--- src/rtl/crc_receiver.sv ---
// Receive-side CRC-4 (x^4+x+1) checker and single-bit corrector for 15-bit frames.
// Syndrome is computed serially MSB first; a nonzero syndrome is located by stepping x^idx mod g.
module crc_receiver (
  input  logic        clk,
  input  logic        reset,
  input  logic [14:0] data_in,
  input  logic        in_valid,
  output logic        in_ready,
  output logic [10:0] data_out,
  output logic [3:0]  syndrome,
  output logic        crc_ok,
  output logic        corrected,
  output logic [3:0]  err_pos,
  output logic        out_valid,
  input  logic        out_ready,
  output logic [7:0]  err_count
);

  typedef enum logic [1:0] {IDLE, CALC, LOCATE, OUT} state_t;

  state_t      state;
  logic [14:0] frame;
  logic [3:0]  rem;
  logic [3:0]  syn;
  logic [3:0]  t;
  logic [3:0]  cnt;
  logic [3:0]  idx;

  logic        bit_in;
  logic [3:0]  rem_next;
  logic [3:0]  t_next;
  logic [14:0] fixed;

  always_comb begin
    bit_in   = frame[4'd14 - cnt];
    rem_next = {rem[2:0], bit_in} ^ (rem[3] ? 4'b0011 : 4'b0000);
    t_next   = {t[2:0], 1'b0} ^ (t[3] ? 4'b0011 : 4'b0000);
    fixed    = frame ^ (15'd1 << idx);
  end

  // in_ready is combinational so it is low during reset and high right after release.
  assign in_ready = (state == IDLE) && !reset;

  always_ff @(posedge clk or posedge reset) begin
    if (reset) begin
      state     <= IDLE;
      frame     <= '0;
      rem       <= '0;
      syn       <= '0;
      t         <= '0;
      cnt       <= '0;
      idx       <= '0;
      data_out  <= '0;
      syndrome  <= '0;
      crc_ok    <= 1'b0;
      corrected <= 1'b0;
      err_pos   <= '0;
      out_valid <= 1'b0;
      err_count <= '0;
    end else begin
      case (state)
        IDLE: begin
          if (in_valid) begin
            frame <= data_in;
            rem   <= '0;
            cnt   <= '0;
            state <= CALC;
          end
        end

        CALC: begin
          rem <= rem_next;
          cnt <= cnt + 4'd1;
          if (cnt == 4'd14) begin
            if (rem_next == 4'd0) begin
              data_out  <= frame[14:4];
              syndrome  <= 4'd0;
              crc_ok    <= 1'b1;
              corrected <= 1'b0;
              err_pos   <= 4'd0;
              out_valid <= 1'b1;
              state     <= OUT;
            end else begin
              syn   <= rem_next;
              t     <= 4'b0001;
              idx   <= 4'd0;
              state <= LOCATE;
            end
          end
        end

        LOCATE: begin
          if (t == syn) begin
            frame     <= fixed;
            data_out  <= fixed[14:4];
            syndrome  <= syn;
            crc_ok    <= 1'b0;
            corrected <= 1'b1;
            err_pos   <= idx;
            out_valid <= 1'b1;
            if (err_count != 8'hFF) err_count <= err_count + 8'd1;
            state     <= OUT;
          end else if (idx == 4'd14) begin
            // Unreachable with a primitive generator; emit uncorrected rather than spin.
            data_out  <= frame[14:4];
            syndrome  <= syn;
            crc_ok    <= 1'b0;
            corrected <= 1'b0;
            err_pos   <= 4'd0;
            out_valid <= 1'b1;
            state     <= OUT;
          end else begin
            t   <= t_next;
            idx <= idx + 4'd1;
          end
        end

        OUT: begin
          if (out_ready) begin
            out_valid <= 1'b0;
            state     <= IDLE;
          end
        end

        default: state <= IDLE;
      endcase
    end
  end

endmodule

--- config.mk ---
export PLATFORM = sky130hd
export DESIGN_NAME = crc_receiver
export DESIGN_NICKNAME = d
export VERILOG_FILES = /design/src/rtl/crc_receiver.sv
export SDC_FILE = /design/constraint.sdc
export NUM_CORES = 1
export LEC_CHECK = 0
export BUFFER_PORTS_ARGS = -buffer_cell sky130_fd_sc_hd__buf_2
export CORE_ASPECT_RATIO = 0.6
export CORE_MARGIN = 10
export CORE_UTILIZATION = 50
export DETAILED_ROUTE_END_ITERATION = 6
export HOLD_SLACK_MARGIN = 0.12
export PLACE_DENSITY = 0.7
export SYNTH_ARGS = -nofsm -noshare
export SYNTH_HDL_FRONTEND = slang
export SYNTH_SLANG_ARGS = --single-unit
--- constraint.sdc ---
create_clock -name clk -period 4.15 [get_ports clk]
set_clock_uncertainty 0.05 [all_clocks]
set_input_delay 1.245 -clock clk [delete_from_list [all_inputs] [get_ports clk]]
set_output_delay 1.245 -clock clk [all_outputs]
set_load 0.01 [all_outputs]
======== Word-level counts from Yosys, hierarchy flattened ========
Index checks and enable logic that the tools add are counted.
word-level totals
  output and inout bits ................... 31
  bits of input ports ..................... 19
  logic and storage cells ................. 109
  register bits ........................... 67
cells by class
  add/subtract/negate cells ............... 4
  $lt $le $gt $ge ......................... 1
  reduce and logical (&&, ||, !) cells .... 16
  shift-type cells ........................ 1
  equal/unequal tests ..................... 16
  multiplexer cells ....................... 53
  bitwise gates (word level) .............. 4
operators with widths
  kind                                                 number
  2-to-1 mux 4 bit                                     15
  case mux 4 bit (2 select lines)                      6
  2-to-1 mux 11 bit                                    4
  2-to-1 mux 15 bit                                    2
  case mux 15 bit (2 select lines)                     1
  case mux 11 bit (2 select lines)                     1
  inequality test 2 bit (second input constant)        8
  left shift 1 x 4 -> 15 bit (first input constant)    1
  bitwise XOR 15 bit                                   1
  2-to-1 mux 2 bit                                     7
  2-to-1 mux 1 bit                                     12
  AND reduction 5 bit                                  2
  AND reduction 3 bit                                  3
  adder 4 x 1 -> 4 bit (second input constant)         2
  adder 8 x 1 -> 8 bit (second input constant)         1
  == test 4 bit (second input constant)                2
  inequality test 8 bit (second input constant)        1
  case mux 2 bit (4 select lines)                      1
  AND reduction 4 bit                                  2
  bitwise XOR 4 x 2 -> 4 bit                           2
  nonzero test 2 bit                                   3
  < comparator 4 x 5 -> 1 bit (second input constant)  1
  binary-select mux 1 bit (select 4 bit)               1
  == test 2 bit (second input constant)                2
  13 further kinds                                     14

======== Longest topological paths before layout ========
  depth after elaboration ................. 8
  depth in mapped cells ................... 10
  depth with buffers taken out ............ 8

======== Worst setup path after synthesis ========
No wires, ideal clock.
  path kind ............................... register -> register
  start point ............................. register cnt[0]
  end point ............................... register data_out[8]
  setup slack ............................. 1.402 ns
  clock period less this slack ............ 2.748 ns
  arrival time ............................ 2.573 ns
  path buffers ............................ 2
  data required time ...................... 3.975 ns
  setup time .............................. 0.125 ns
  cell stages (with the launch flop) ...... 11
  cell sequence ........................... dfrtp_1 -> buf_6 -> inv_1 -> ha_1 -> mux4_2 -> mux2i_2 -> mux2i_1 -> o211ai_2 -> nor3_4 -> buf_4 -> mux2_4
on the way
  cells in the longest elaborated chain, start to end .. 7
  elaborated cells on any way between the ends .. 9
  those cells by class .................... 1 x add/sub; 3 x eq/ne; 2 x mux; 1 x bitwise; 2 x reduce/logical
ends and longest elaborated chain
  what                                    RTL line  text
  from (decl)                             26        logic [3:0] cnt;
  from (signal assigned)                  73        cnt <= cnt + 4'd1;
  subtractor 4 bit                        35        bit_in = frame[4'd14 - cnt];
  binary-select mux 1 bit (select 4 bit)  35
  2-to-1 mux 1 bit (implied by the code)  35
  bitwise XOR 4 x 2 -> 4 bit              36        rem_next = {rem[2:0], bit_in} ^ (rem[3] ? 4'b0011 : 4'b0000);
  zero test 4 bit                         75        if (rem_next == 4'd0) begin
  inequality test 2 bit (no line)         -
  AND reduction 4 bit (no line) *         -
  to (signal assigned)                    76        data_out <= frame[14:4];
  to (signal assigned)                    95        data_out <= fixed[14:4];
  to (signal assigned)                    105       data_out <= frame[14:4];
  to (decl)                               9         output logic [10:0] data_out,
Mark *: on every way between the ends. The rest lies on a longest branch, timed or not. The select of a mux whose other input is x is not followed.
A chain may end at the register's enable or synchronous reset.

======== Worst setup path after layout ========
  start point ............................. register cnt[0]
  end point ............................... register data_out[2]
The elaborated chain is that of the path after synthesis.

==> results.md <==
Clocking:
- Clock tree synthesis inserted a total of 9 buffers.
- Clock-pin slew was measured on the worst setup and hold paths at 0.06 ns.
- The TritonCTS clock tree is built.
- The CTS sink count is 67.
- The clock latency on the worst-skew pair is 0.34 ns.
- Clock tree synthesis selected as its root buffer the cell sky130_fd_sc_hd__clkbuf_16.
- The maximum count of clock buffers along a single path is 2.
- The post-CTS repair timing setup buffer count is 0.
- The CTS H-tree depth is 3.
- In this run, post-CTS repair resized a total of 0 instances.
- The hold buffer count at cts is 0.

Final layout:
- The summed area of non-filler cells in the final layout is 0.00459 mm².
- After the last flow step, the layout net total stands at 466.
- From synthesis to final layout, the design area changed by 17.0%.
- The antenna diode count is 0.
- Of the cells placed in the final design, the portion with a size suffix greater than 1 is 21.7%.
- Once layout is complete, the cells apart from fillers number 542.

Global routing:
- The global-route usage over all layers is 16.4%.
- The first global-routing pass estimated 15.5 mm of wire.
- The aggregate global routing overflow is 0.
- The initial antenna violation count is 0.
- Entering global routing, the biggest net connects 68 pins.
- The number of global-route vias before repair came to 2,955.

Detailed routing:
- The routed design has 9.26 mm of wire.
- The first routing iteration left 271 violations.
- The remaining number of nets flagged by the antenna check after routing is 0.
- The length of the first detailed-routing pass in iterations is 4.
- The post-detailed-route DRC marker count is 0.
- Detailed routing inserted a total of 3,007 vias.
- Dividing the detail-routed via count by the number of cells gives 5.55.
- The detail-routed net length per standard cell is 17.1 µm.

Synthesis:
- The parity-gate share of the synthesized area counting xor and xnor cells is 6.23%.
- The top flip-flop cell by instance count after synthesis is sky130_fd_sc_hd__dfrtp_1.
- The post-synthesis register bit count is 67.
- Of the synthesized area, sequential elements account for 42.8%.
- The count of synthesis-stage warnings from yosys is 0.
- The share of cell area taken by muxes after synthesis is 13.3%.
- The net count of the mapped netlist is 421.
- The average footprint of a synthesized cell is 10.1 µm².
- The mapped cell area is 0.00392 mm².
- The simple-gate area share of the yosys netlist is 14.7%.
- The number of synthesized flops with an enable pin is 0.
- Of all flip-flops after synthesis, the portion carrying an async set or reset was 100%.
- Yosys mapped the design onto 53 distinct sky130hd cell types.
- The combinational family with the most area after synthesis is simple AND/OR/NAND/NOR gates.
- After technology mapping, the gate count stands at 388.
- The area fraction in compound gates after synthesis is 13.6%.
- After Yosys synthesis, full adders, half adders and majority gates account for 4.47% of the synthesized area.

STA:
- The setup violation total in the final timing report is 0.
- For this run, the top clock speed supported by timing is 0.311 GHz.
- The post-route worst setup slack is 0.932 ns.
- Setup repair after global routing left no endpoint under its margin.
- The worst-case headroom to the max-slew limit is 43.7%.
- At the pin with the least slew margin, the transition time is 0.845 ns.
- The number of failing hold endpoints at the final stage came to 0.
- The setup TNS is 0 ns.
- In the finished design, the share of the clock period the worst path needs comes to 77.5%.
- The worst path in the final design needs a cycle of 3.22 ns, including I/O delays and setup.
- The count of final max-slew check failures is 0.

Pwr:
- Across the VDD grid, the largest voltage drop is 403 µV.
- The leakage power summed over all cells is 0.00215 µW.
- Power spread over the standard cell area amounts to 835 mW/mm².

Critical path:
- The nature of the critical path endpoint is a flip-flop.
- Of all nets on the critical path, the largest fanout is 21.
- The critical path in this run is classified as reg2reg.
- STA puts the critical path data arrival time at 3.38 ns.
- The worst endpoint required time is 4.32 ns.
- The sort of element at the start of the critical path is a flip-flop.

Floorplanning:
- After floorplanning, the core was divided into 24 placement rows.
- The region available for standard cell placement spans 0.00745 mm².
- The die area is 0.0119 mm².
- The die is 134 µm wide.
- The initial utilization of the core area, before any placement, comes to 52.6%.
- In this run the vertical extent of the chip is 88.6 µm.
- The count of pins on the block boundary is 50.

Place:
- Buffers placed on the I/O ports in this run total 49.
- After detailed placement, the design holds a cell count of 526.
- Routability-driven placement finished with a final weighted congestion of 0.834.
- The pre-CTS worst setup slack is 0.904 ns.
- Once detailed placement completed, the half-perimeter wirelength came to 6.75 mm.
- The placed cell area is 0.00424 mm².

Run status:
- The run finished with clean final reports.

Min path:
- The path category of the worst min-delay check is reg2reg.

Flow run:
- The number of max-capacitance violations reported is 0.
[critical path, cell delays in order (launching register included)]
cell                       delay [ns]
sky130_fd_sc_hd__dfrtp_1         0.61
sky130_fd_sc_hd__inv_1           0.09
sky130_fd_sc_hd__ha_1            0.43
sky130_fd_sc_hd__mux4_2          0.35
sky130_fd_sc_hd__mux2i_2         0.23
sky130_fd_sc_hd__mux2i_1         0.25
sky130_fd_sc_hd__o211ai_2        0.15
sky130_fd_sc_hd__nor3_4          0.20
sky130_fd_sc_hd__buf_4           0.36
sky130_fd_sc_hd__mux2_1          0.36
[metrics by stage]
step           power [µW]  utilization [%]  hold WS, ns
3_5_place_dp         2960             57.0        0.436
2_1_floorplan        2530                -        0.447
6_report             3830             61.6        0.440
4_1_cts              3860             61.6        0.448
3_3_place_gp         2910             57.0        0.414
5_1_grt              4110             61.6        0.463
[Yosys cell counts (2+ instances only)]
cell                        n  area share [%]
sky130_fd_sc_hd__nor2_1    14             1.3
sky130_fd_sc_hd__a22o_1     6             1.3
sky130_fd_sc_hd__nor4b_1    2            0.45
sky130_fd_sc_hd__a21oi_1   22             2.8
sky130_fd_sc_hd__nand2_1   42             4.0
sky130_fd_sc_hd__o211ai_1   3            0.57
sky130_fd_sc_hd__nor3_1     8             1.0
sky130_fd_sc_hd__xor2_1    12             2.7
sky130_fd_sc_hd__or2_2      2            0.32
sky130_fd_sc_hd__mux2_1     9             2.6
sky130_fd_sc_hd__or2_1      2            0.32
sky130_fd_sc_hd__buf_6      2            0.57
sky130_fd_sc_hd__o41ai_1    2            0.45
sky130_fd_sc_hd__mux2_4    10             3.8
sky130_fd_sc_hd__a31oi_1    2            0.32
sky130_fd_sc_hd__or3_1      2            0.32
sky130_fd_sc_hd__clkbuf_1  18             1.7
sky130_fd_sc_hd__o221a_1    5             1.4
sky130_fd_sc_hd__nand2b_1   3            0.48
sky130_fd_sc_hd__inv_1     23             2.2
sky130_fd_sc_hd__a21o_1     6             1.1
sky130_fd_sc_hd__o21ai_1    6            0.77
sky130_fd_sc_hd__dfrtp_1   67              43
sky130_fd_sc_hd__and3_1     7             1.1
sky130_fd_sc_hd__ha_1      14             4.5
sky130_fd_sc_hd__o22ai_1   10             1.6
sky130_fd_sc_hd__o21ai_0    8             1.0
sky130_fd_sc_hd__nor2b_1    5            0.80
sky130_fd_sc_hd__mux4_2     3             1.7
sky130_fd_sc_hd__nand4_1    4            0.64
sky130_fd_sc_hd__xnor2_1   14             3.1
sky130_fd_sc_hd__mux2i_1   19             4.9
sky130_fd_sc_hd__nand3_1   16             2.0
[layer usage]
layer  up-vias  wire length (µm)  track usage, %
met5         -                 0               0
met4         0                54            6.10
met3         7               743            5.94
met2        92              3940            22.2
met1      1450              4530            23.2
li1       1458                 -               -
[area by class of cell]
| class | count | area (µm²) |
|---|---|---|
| Tap cell | 104 | 130 |
| Clock buffer | 10 | 229 |
| Multi-Input combinational cell | 275 | 2050 |
| Timing Repair Buffer | 56 | 298 |
| Fill cell | 611 | 2860 |
| Clock inverter | 6 | 114 |
| Sequential cell | 67 | 1680 |
| Inverter | 24 | 90.1 |
[registers in the layout (all words and copies together) (netlist names)]
register,count
rem,4
frame,15
corrected,1
cnt,4
syn,4
err_count,8
out_valid,1
crc_ok,1
idx,4
t,4
syndrome,4
err_pos,4
state,2
data_out,11
[final timing paths]
kind / from / end / slack (ns) / depth (start not counted)
max: cnt[0] / data_out[2] / 0.93 / 9
min: data_out[2] / data_out[2] / 0.44 / 1
max reg2reg: cnt[0] / data_out[2] / 0.93 / 9
max in group asynchronous: reset / err_pos[2] / 2.38 / 3
min reg2reg: data_out[2] / data_out[2] / 0.44 / 1
min in group asynchronous: reset / out_valid / 1.13 / 3
[power by group]
group,internal [µW],switching (µW),leakage [µW]
Combinational,857,961,0.00114
Sequential,879,257,0.000847
Clock,588,288,0.000159
Total,2320,1510,0.00215
[cell families after synthesis]
| group | count (synthesis) |
|---|---|
| XOR/XNOR | 27 |
| flip-flops | 67 |
| multiplexers | 42 |
| adder cells (fa/ha/maj) | 14 |
| AND/OR/NAND/NOR | 114 |
| AO/OA/AOI/OAI | 78 |
| buffers and inverters | 46 |
[cell usage in the layout (no fill, tap or decap), types with 4 or more instances in the layout]
cell	netlist	layout
sky130_fd_sc_hd__o221a_1	5	5
sky130_fd_sc_hd__inv_1	23	22
sky130_fd_sc_hd__nor2_1	14	14
sky130_fd_sc_hd__dfrtp_1	67	67
sky130_fd_sc_hd__mux2i_1	19	19
sky130_fd_sc_hd__nor3_1	8	8
sky130_fd_sc_hd__buf_4	1	7
sky130_fd_sc_hd__nand2_1	42	42
sky130_fd_sc_hd__nand4_1	4	4
sky130_fd_sc_hd__xnor2_1	14	14
sky130_fd_sc_hd__mux2_1	9	9
sky130_fd_sc_hd__nand3_1	16	16
sky130_fd_sc_hd__mux2_4	10	10
sky130_fd_sc_hd__nor2b_1	5	5
sky130_fd_sc_hd__a21oi_1	22	22
sky130_fd_sc_hd__o22ai_1	10	10
sky130_fd_sc_hd__ha_1	14	14
sky130_fd_sc_hd__o21ai_1	6	6
sky130_fd_sc_hd__a22o_1	6	6
sky130_fd_sc_hd__a21o_1	6	6
sky130_fd_sc_hd__buf_2	1	49
sky130_fd_sc_hd__and3_1	7	7
sky130_fd_sc_hd__clkbuf_16	0	9
sky130_fd_sc_hd__o21ai_0	8	8
sky130_fd_sc_hd__xor2_1	12	12
(Power assumes the default switching activity.)
